### src/rtl/fifo_wr_arb_pkg.sv
// fifo_wr_arb_pkg: shared types and constants for fifo_wr_arbiter.
//   state_e      arbiter state (ARB re-arbitrates, LOCK holds a packet grant)
//   src_w()      width of the source-ID tag
//   CREDIT_INC/CREDIT_DEC  credit counter step sizes
package fifo_wr_arb_pkg;
  typedef enum logic {ARB, LOCK} state_e;
  localparam logic CREDIT_INC = 1'b1;
  localparam logic CREDIT_DEC = 1'b1;
  function automatic int src_w(input int n);
    return (n > 1) ? $clog2(n) : 1;
  endfunction
endpackage

### src/rtl/fifo_wr_arbiter_rr_select.sv
// rr_select: combinational round-robin picker.
//   i_req    request vector
//   i_ptr    index with highest priority this cycle
//   o_grant  one-hot grant (zero when no request)
//   o_idx    encoded index of the granted request
module rr_select #(
  parameter int N = 4,
  parameter int W = 2
) (
  input  logic [N-1:0] i_req,
  input  logic [W-1:0] i_ptr,
  output logic [N-1:0] o_grant,
  output logic [W-1:0] o_idx
);
  always_comb begin
    int j;
    logic found;
    o_grant = '0;
    o_idx = '0;
    found = 1'b0;
    j = 0;
    for (int k = 0; k < N; k++) begin
      j = int'(i_ptr) + k;
      if (j >= N) j = j - N;
      if (!found && i_req[j]) begin
        found = 1'b1;
        o_grant[j] = 1'b1;
        o_idx = W'(j);
      end
    end
  end
endmodule

### src/rtl/fifo_wr_arbiter.sv
// fifo_wr_arbiter: round-robin write arbiter sharing one FIFO among NUM_REQ requesters.
//   clk, rst          clock, asynchronous active-high reset
//   req_valid/ready   per-requester handshake; req_data payload; req_last packet end
//   fifo_wr_en/din    registered write port, din = {src_id, data}
//   fifo_pop          one entry left the FIFO this cycle
//   credits           free FIFO entries; grant_id last accepted source
//   credit_err        sticky pop-while-empty error
// Optional macro FIFO_WR_ARB_PKT_LOCK_EN keeps the grant on a requester until req_last.
module fifo_wr_arbiter
  import fifo_wr_arb_pkg::*;
#(
  parameter int NUM_REQ = 4,
  parameter int DATA_WIDTH = 8,
  parameter int ADDR_WIDTH = 5,
  localparam int SRC_W = src_w(NUM_REQ)
) (
  input  logic                          clk,
  input  logic                          rst,
  input  logic [NUM_REQ-1:0]            req_valid,
  input  logic [NUM_REQ*DATA_WIDTH-1:0] req_data,
  input  logic [NUM_REQ-1:0]            req_last,
  output logic [NUM_REQ-1:0]            req_ready,
  output logic                          fifo_wr_en,
  output logic [DATA_WIDTH+SRC_W-1:0]   fifo_din,
  input  logic                          fifo_pop,
  output logic [ADDR_WIDTH:0]           credits,
  output logic [SRC_W-1:0]              grant_id,
  output logic                          credit_err
);
  localparam logic [ADDR_WIDTH:0] DEPTH = {1'b1, {ADDR_WIDTH{1'b0}}};
  logic [ADDR_WIDTH:0] r_credits;
  logic [SRC_W-1:0] r_ptr, r_grant_id, w_idx, w_ptr_nxt;
  logic [NUM_REQ-1:0] w_req, w_grant;
  logic [DATA_WIDTH+SRC_W-1:0] r_din;
  logic r_wr_en, r_credit_err, w_hs, w_lock, w_lock_nxt;

`ifdef FIFO_WR_ARB_PKT_LOCK_EN
  state_e r_state, w_state_nxt;
  logic w_last;
  assign w_last = req_last[w_idx];
  always_ff @(posedge clk or posedge rst) begin
    if (rst) r_state <= ARB;
    else r_state <= w_state_nxt;
  end
  always_comb w_state_nxt = !w_hs ? r_state : (w_last ? ARB : LOCK);
  assign w_lock = r_state == LOCK;
  assign w_lock_nxt = w_state_nxt == LOCK;
`else
  logic w_unused_last;
  assign w_unused_last = ^req_last;
  assign w_lock = 1'b0;
  assign w_lock_nxt = 1'b0;
`endif

  // While locked the pointer still sits on the owner, so masking to it pins the grant.
  always_comb begin
    w_req = (r_credits == '0) ? '0 :
            (w_lock ? req_valid & (NUM_REQ'(1) << r_ptr) : req_valid);
  end

  rr_select #(.N(NUM_REQ), .W(SRC_W)) u_sel (
    .i_req  (w_req),
    .i_ptr  (r_ptr),
    .o_grant(w_grant),
    .o_idx  (w_idx)
  );

  assign w_hs = |w_grant;
  assign w_ptr_nxt = w_lock_nxt ? w_idx :
                     (w_idx == SRC_W'(NUM_REQ - 1)) ? '0 : w_idx + SRC_W'(1);

  always_ff @(posedge clk or posedge rst) begin
    if (rst) begin
      r_credits <= DEPTH;
      r_credit_err <= 1'b0;
      r_wr_en <= 1'b0;
      r_din <= '0;
      r_grant_id <= '0;
      r_ptr <= '0;
    end else begin
      if (w_hs && !fifo_pop) r_credits <= r_credits - {{ADDR_WIDTH{1'b0}}, CREDIT_DEC};
      else if (fifo_pop && !w_hs && r_credits != DEPTH) r_credits <= r_credits + {{ADDR_WIDTH{1'b0}}, CREDIT_INC};
      if (fifo_pop && r_credits == DEPTH) r_credit_err <= 1'b1;
      r_wr_en <= w_hs;
      if (w_hs) begin
        r_din <= {w_idx, req_data[w_idx*DATA_WIDTH +: DATA_WIDTH]};
        r_grant_id <= w_idx;
        r_ptr <= w_ptr_nxt;
      end
    end
  end

  assign req_ready = w_grant;
  assign fifo_wr_en = r_wr_en;
  assign fifo_din = r_din;
  assign credits = r_credits;
  assign grant_id = r_grant_id;
  assign credit_err = r_credit_err;
endmodule
### config.mk
export PLATFORM = sky130hd
export DESIGN_NAME = fifo_wr_arbiter
export DESIGN_NICKNAME = d
export VERILOG_FILES = /design/src/rtl/fifo_wr_arb_pkg.sv /design/src/rtl/fifo_wr_arbiter_rr_select.sv /design/src/rtl/fifo_wr_arbiter.sv
export SDC_FILE = /design/constraint.sdc
export NUM_CORES = 1
export LEC_CHECK = 0
export ABC_AREA = 1
export CAP_MARGIN = 20
export CORE_AREA = 2 2 80 66
export CTS_CLUSTER_SIZE = 40
export DETAILED_ROUTE_END_ITERATION = 12
export DIE_AREA = 0 0 82 68
export PLACE_DENSITY = 0.71
export SLEW_MARGIN = 0
export SYNTH_ARGS = -nofsm -noshare
export SYNTH_HDL_FRONTEND = slang
export SYNTH_SLANG_ARGS = --single-unit
### constraint.sdc
create_clock -name clk -period 4.35 [get_ports clk]
set_input_delay 1.0875 -clock clk [delete_from_list [all_inputs] [get_ports clk]]
set_output_delay 1.0875 -clock clk [all_outputs]
set_load 0.005 [all_outputs]
# --- Yosys cells after proc, flatten, opt, wreduce, memory -nomap -nowiden ---
# Index checks and enable logic that the tools add are counted.
classes:
  eq_ne: 3
  reduce_logical: 19
  bitwise: 3
  n_lt_le_gt_ge: 12
  shifts: 1
  add_sub_neg: 10
  muxes: 39
ops:
  columns: ["cell", "n"]
  rows:
  - ["32-bit by 1-bit greater-or-equal comparator with 1-bit output, second input constant", 4]
  - ["32-bit by 4-bit less-than comparator with 1-bit output, second input constant", 4]
  - ["32-bit two-way mux", 4]
  - ["32-bit by 4-bit greater-or-equal comparator with 1-bit output, second input constant", 3]
  - ["32-bit by 4-bit subtractor with 32-bit output, second input constant", 3]
  - ["32-bit by 6-bit indexed part select with 8-bit output", 1]
  - ["4-bit two-way mux", 5]
  - ["1-bit two-way mux", 15]
  - ["6-bit two-way mux", 2]
  - ["4-bit OR", 3]
  - ["1-bit logical AND", 11]
  - ["2-bit two-way mux", 5]
  - ["1-bit binary-select mux with 2-bit select", 4]
  - ["1-bit demux with 2-bit select", 4]
  - ["2-bit by 2-bit adder with 3-bit output, second input constant", 2]
  - ["6-bit by 1-bit adder with 6-bit output, second input constant", 1]
  - ["6-bit equality test, second input constant", 1]
  - ["6-bit zero test", 1]
  - ["6-bit != test, second input constant", 1]
  - ["6-bit by 1-bit subtractor with 6-bit output, second input constant", 1]
  - ["1-bit zero test", 5]
  - ["4-bit OR reduction", 1]
  - ["2-bit by 3-bit subtractor with 4-bit output, second input constant", 1]
  - ["2-bit by 1-bit adder with 3-bit output, second input constant", 1]
  - ["other kinds (4)", 4]
word_totals:
  register_bits: 22

# --- Depth between registers and ports, before layout ---
logic_depth:
  word_depth: 21
  ltp_mapped: 25

# --- Cells and area by module ---
# Synthesis repeated with hierarchy kept, for this count alone.
hier_totals:
  hier_cells: 275
  area_unflattened_um2: 1891.8
by_module_without_submodules:
  columns: ["mod", "cells_per_inst", "seq_area_each_um2", "n_inst", "area_each_um2"]
  rows:
  - ["fifo_wr_arbiter", 190, 501.7, 1, 1338.8]
  - ["rr_select", 85, 0.0, 1, 553.0]

# --- Worst setup path before layout ---
# Ideal clock, no wire load.
synth_timing:
  path_type: "in2reg"
  from: "in req_valid[3]"
  to: "reg r_credits[5] (netlist: credits[5])"
  required_ps: 4278
  setup_time_ps: 72
  stages: 23
  path_buffers: 1
  path_slack_ps: 883
  arrival_time_ps: 3395
  path_cell_list: "nand3_2 > nand2_2 > nand2_4 > nand2_4 > nor2_4 > buf_6 > nand3_1 > nand3_2 > nor2_4 > nand2_4 > nand2_4 > inv_1 > ha_1 > a21oi_1 > nand2_1 > a21oi_1 > inv_1 > a21oi_1 > inv_1 > nand4_1 > nand3_1 > nand2_1 > inv_1"
synth_between:
  elab_chain_cells: 19
  word_cells_on_any_way: 36
synth_rtl:
  columns: ["item", "line_no", "text"]
  rows:
  - ["start: declaration", "fifo_wr_arbiter.sv:19", "input logic [NUM_REQ-1:0] req_valid,"]
  - ["4-bit two-way mux (*)", "fifo_wr_arbiter.sv:57", "w_req = (r_credits == '0) ? '0 :"]
  - ["1-bit binary-select mux with 2-bit select", "fifo_wr_arbiter_rr_select.sv:25", "if (!found && i_req[j]) begin"]
  - ["1-bit two-way mux (implied by the code) (2 in series)", "fifo_wr_arbiter_rr_select.sv:25", null]
  - ["1-bit two-way mux", "fifo_wr_arbiter_rr_select.sv:25", null]
  - ["1-bit zero test", "fifo_wr_arbiter_rr_select.sv:25", null]
  - ["1-bit logical AND", "fifo_wr_arbiter_rr_select.sv:25", null]
  - ["1-bit two-way mux", "fifo_wr_arbiter_rr_select.sv:25", null]
  - ["1-bit zero test", "fifo_wr_arbiter_rr_select.sv:25", null]
  - ["[... 2 more ...]", null, null]
  - ["1-bit zero test", "fifo_wr_arbiter_rr_select.sv:25", null]
  - ["1-bit logical AND", "fifo_wr_arbiter_rr_select.sv:25", null]
  - ["4-bit two-way mux (*)", "fifo_wr_arbiter_rr_select.sv:25", null]
  - ["net req_ready[0]", "fifo_wr_arbiter.sv:22", "output logic [NUM_REQ-1:0] req_ready,"]
  - ["4-bit OR reduction (*)", "fifo_wr_arbiter.sv:68", "assign w_hs = |w_grant;"]
  - ["1-bit zero test", "fifo_wr_arbiter.sv:82", "else if (fifo_pop && !w_hs && r_credits != DEPTH) r_credits <= r_credits + {{ADDR_WIDTH{1'b0}}, CREDIT_INC};"]
  - ["1-bit logical AND (2 in series)", "fifo_wr_arbiter.sv:82", null]
  - ["2-bit nonzero test (no source line)", null, null]
  - ["end signal: assignment", "fifo_wr_arbiter.sv:81", "if (w_hs && !fifo_pop) r_credits <= r_credits - {{ADDR_WIDTH{1'b0}}, CREDIT_DEC};"]
  - ["end signal: assignment", "fifo_wr_arbiter.sv:82", null]
  - ["end: declaration", "fifo_wr_arbiter.sv:31", "logic [ADDR_WIDTH:0] r_credits;"]
# The timed path passes the listed nets; every way through them passes the cells marked *. The select of a mux whose other input is x is not followed.
# A chain may end at the register's enable or synchronous reset.

# --- Worst setup path after layout ---
layout_timing:
  from: "in req_valid[1]"
  to: "out req_ready[1]"
layout_between:
  elab_chain_cells: 14
  word_cells_on_any_way: 29
layout_rtl:
  columns: ["item", "line_no"]
  rows:
  - ["4-bit two-way mux (*)", "fifo_wr_arbiter.sv:57"]
  - ["1-bit binary-select mux with 2-bit select", "fifo_wr_arbiter_rr_select.sv:25"]
  - ["1-bit two-way mux (implied by the code) (2 in series)", "fifo_wr_arbiter_rr_select.sv:25"]
  - ["1-bit two-way mux", "fifo_wr_arbiter_rr_select.sv:25"]
  - ["1-bit zero test", "fifo_wr_arbiter_rr_select.sv:25"]
  - ["1-bit logical AND", "fifo_wr_arbiter_rr_select.sv:25"]
  - ["1-bit two-way mux", "fifo_wr_arbiter_rr_select.sv:25"]
  - ["1-bit zero test", "fifo_wr_arbiter_rr_select.sv:25"]
  - ["1-bit logical AND", "fifo_wr_arbiter_rr_select.sv:25"]
  - ["1-bit two-way mux", "fifo_wr_arbiter_rr_select.sv:25"]
  - ["1-bit zero test", "fifo_wr_arbiter_rr_select.sv:25"]
  - ["1-bit logical AND", "fifo_wr_arbiter_rr_select.sv:25"]
  - ["4-bit two-way mux (*)", "fifo_wr_arbiter_rr_select.sv:25"]
  - ["end: declaration", "fifo_wr_arbiter.sv:22"]
# Mark *: on every way between the ends. The rest lies on a longest branch, timed or not. The select of a mux whose other input is x is not followed.

==> flow_summary.yaml <==
run_status:
  status: "finished, final reports clean"
finish:
  syn2layout_area_growth_pct: 36.9
  antennaDiodeCount: 0
  drive_gt1_frac: 0.148
  final_cell_mix: "nand2_1, clkdlybuf4s50_1, nand3_1, dfrtp_1, nor2_1"
  layout.nets: 368
  final_common_cell: "nand2_1"
synth:
  synth_area_um2: 1850
  synth_cells: 250
  synth_top_area_share: 0.257
  yosysTopAreaCell: "dfrtp_1"
  synth_cell_type_count: 31
  synth.area.top_cells: "dfrtp_1, nand2_1, nand3_1"
  syn_area_per_cell_um2: 7.41
  syn_nets: 307
  synth_warnings: 0
  ys_ff_latch: 20
  synth_seq_area_share: 0.271
detailed_routing:
  vias: 1809
  via_per_inst: 4.86
  drt_iter0_drc: 71
  routed_wl_mm: 4.43
  drt_pass1_iterations: 4
  drc: 0
  wl_per_cell_um: 11.9
  antenna_left: 0
sta:
  slew_headroom: 0.495
  fin_tns_setup_ps: 0
  finalCritPeriodShare: 0.926
  drv_slew: 0
  hold_viol: 0
  setup_viol: 0
  fmax_mhz: 248
  fin_skew_ps: 3.73
  min_period_ps: 4030
  worst_slew_pin_slew_ps: 757
  rsz0062_at_grt: "no"
worst_setup_path:
  cp_max_fo: 12
  critical_path_arrival_ps: 2940
  cp-end-kind: "output port"
  crit_type: "input pin to output port"
  timing.critical_path.required_ps: 3260
  start_kind: "input pin"
clock_network:
  htreeDepth: 1
  cts_resized: 0
  cts_root_buf: "clkbuf_8"
  clockBufferDepth: 2
  tritoncts: "built"
  clk_latency_ps: 260
  holdBufCountCts: 0
  cts_buffers: 3
  cts_setup_buffers: 0
  clk_pin_slew_ps: 70
  cts.sinks: 20
placement:
  place.gp.congestion: 0.885
  post-dp-hpwl_mm: 3.48
  portBuffers: 62
global_routing:
  grt_overflow_total: 0
  grt_pass1_wl_mm: 7.42
  antenna_found_initial: 0
  grt_usage: 0.173
  grt_max_degree: 21
  grt_pass1_vias: 1718
job:
  drv_cap: 0
die:
  core_um2: 4830
  die_h_um: 68
  io_pins: 67
  die-area_um2: 5580
  num_rows: 23
  die_x_um: 82
  start_util: 0.383
worst_hold_path:
  holdCritPathClass: "flop to flop"
==> critical path, cell delays in order <==
cell and delay, ps:
clkdlybuf4s50_1 440, nand3_2 100, nand2_1 90, nand2_2 90
nand2_4 80, nor2_4 250, nand3_1 110, nand3_1 170
clkdlybuf4s50_1 520
==> area by class of cell <==
class / instances / area [um2]
multi-input combinational: 201 / 1200
timing repair buffer: 63 / 628
sequential: 20 / 502
tap: 62 / 77.6
inverter: 22 / 85.1
clock buffer: 4 / 45.0
fill: 485 / 2300
==> synth_stat cells <==
library cell / instances
nor2_2: 2
nand2_1: 67
dfstp_2: 1
inv_1: 16
fa_1: 1
nor2_1: 17
nor2_4: 4
o21a_1: 1
buf_4: 3
o22ai_1: 1
xor2_1: 3
o211ai_2: 1
nand3_4: 1
dfrtp_1: 19
a21oi_2: 1
o21ai_0: 3
xnor2_1: 1
buf_6: 4
a21oi_1: 5
nand2_4: 7
o21ai_2: 2
inv_4: 1
a21o_1: 1
ha_1: 13
o21ai_1: 16
nand3_1: 36
nand4_1: 1
inv_2: 5
nand2_2: 7
nand3_2: 9
nand3b_2: 1
==> routing by layer <==
layer,GRT usage,vias up,wire length (um)
li1,-,944,-
met1,0.213,803,1970
met2,0.292,57,2060
met3,0.0580,5,356
met4,0.0417,0,46
met5,0,-,0
==> metrics by stage <==
stage	instance area [um2]	util	worst slack (ps)	cells	hold WS (ps)
after floorplan	1850	-	883	250	451
after global placement	2490	0.515	178	368	440
after detailed placement	2490	0.515	137	368	467
after CTS	2540	0.525	311	372	484
after global routing	2540	0.525	95.3	372	511
final	2540	0.525	322	372	475
==> path summary, 6_finish.rpt <==
path / cells after the start / to / slack, ps / from
min in group asynchronous: 2 / credits[0] / 1260 / rst
setup / recovery: 9 / req_ready[1] / 320 / req_valid[1]
hold reg to reg: 1 / credit_err / 480 / credit_err
hold / removal: 1 / credit_err / 480 / credit_err
setup reg to reg: 23 / credits[5] / 630 / r_ptr[1]
max in group asynchronous: 2 / grant_id[1] / 2620 / rst
==> registers in the layout, summed over array words and instances, names as in the netlist <==
signal and flops:
r_ptr 2, fifo_wr_en 1, credit_err 1, credits 6, grant_id 2, fifo_din 8
==> cells by family after synthesis <==
family | count (synthesis) | synth area share
AND/OR/NAND/NOR | 152 | 0.432
AO/OA/AOI/OAI | 31 | 0.0972
buffers and inverters | 29 | 0.0824
flip-flops | 20 | 0.271
adder cells (fa/ha/maj) | 14 | 0.0986
XOR/XNOR | 4 | 0.0189
Power is not shown: default switching activity piles up to over one toggle a cycle in this logic, so the estimate is an artifact.
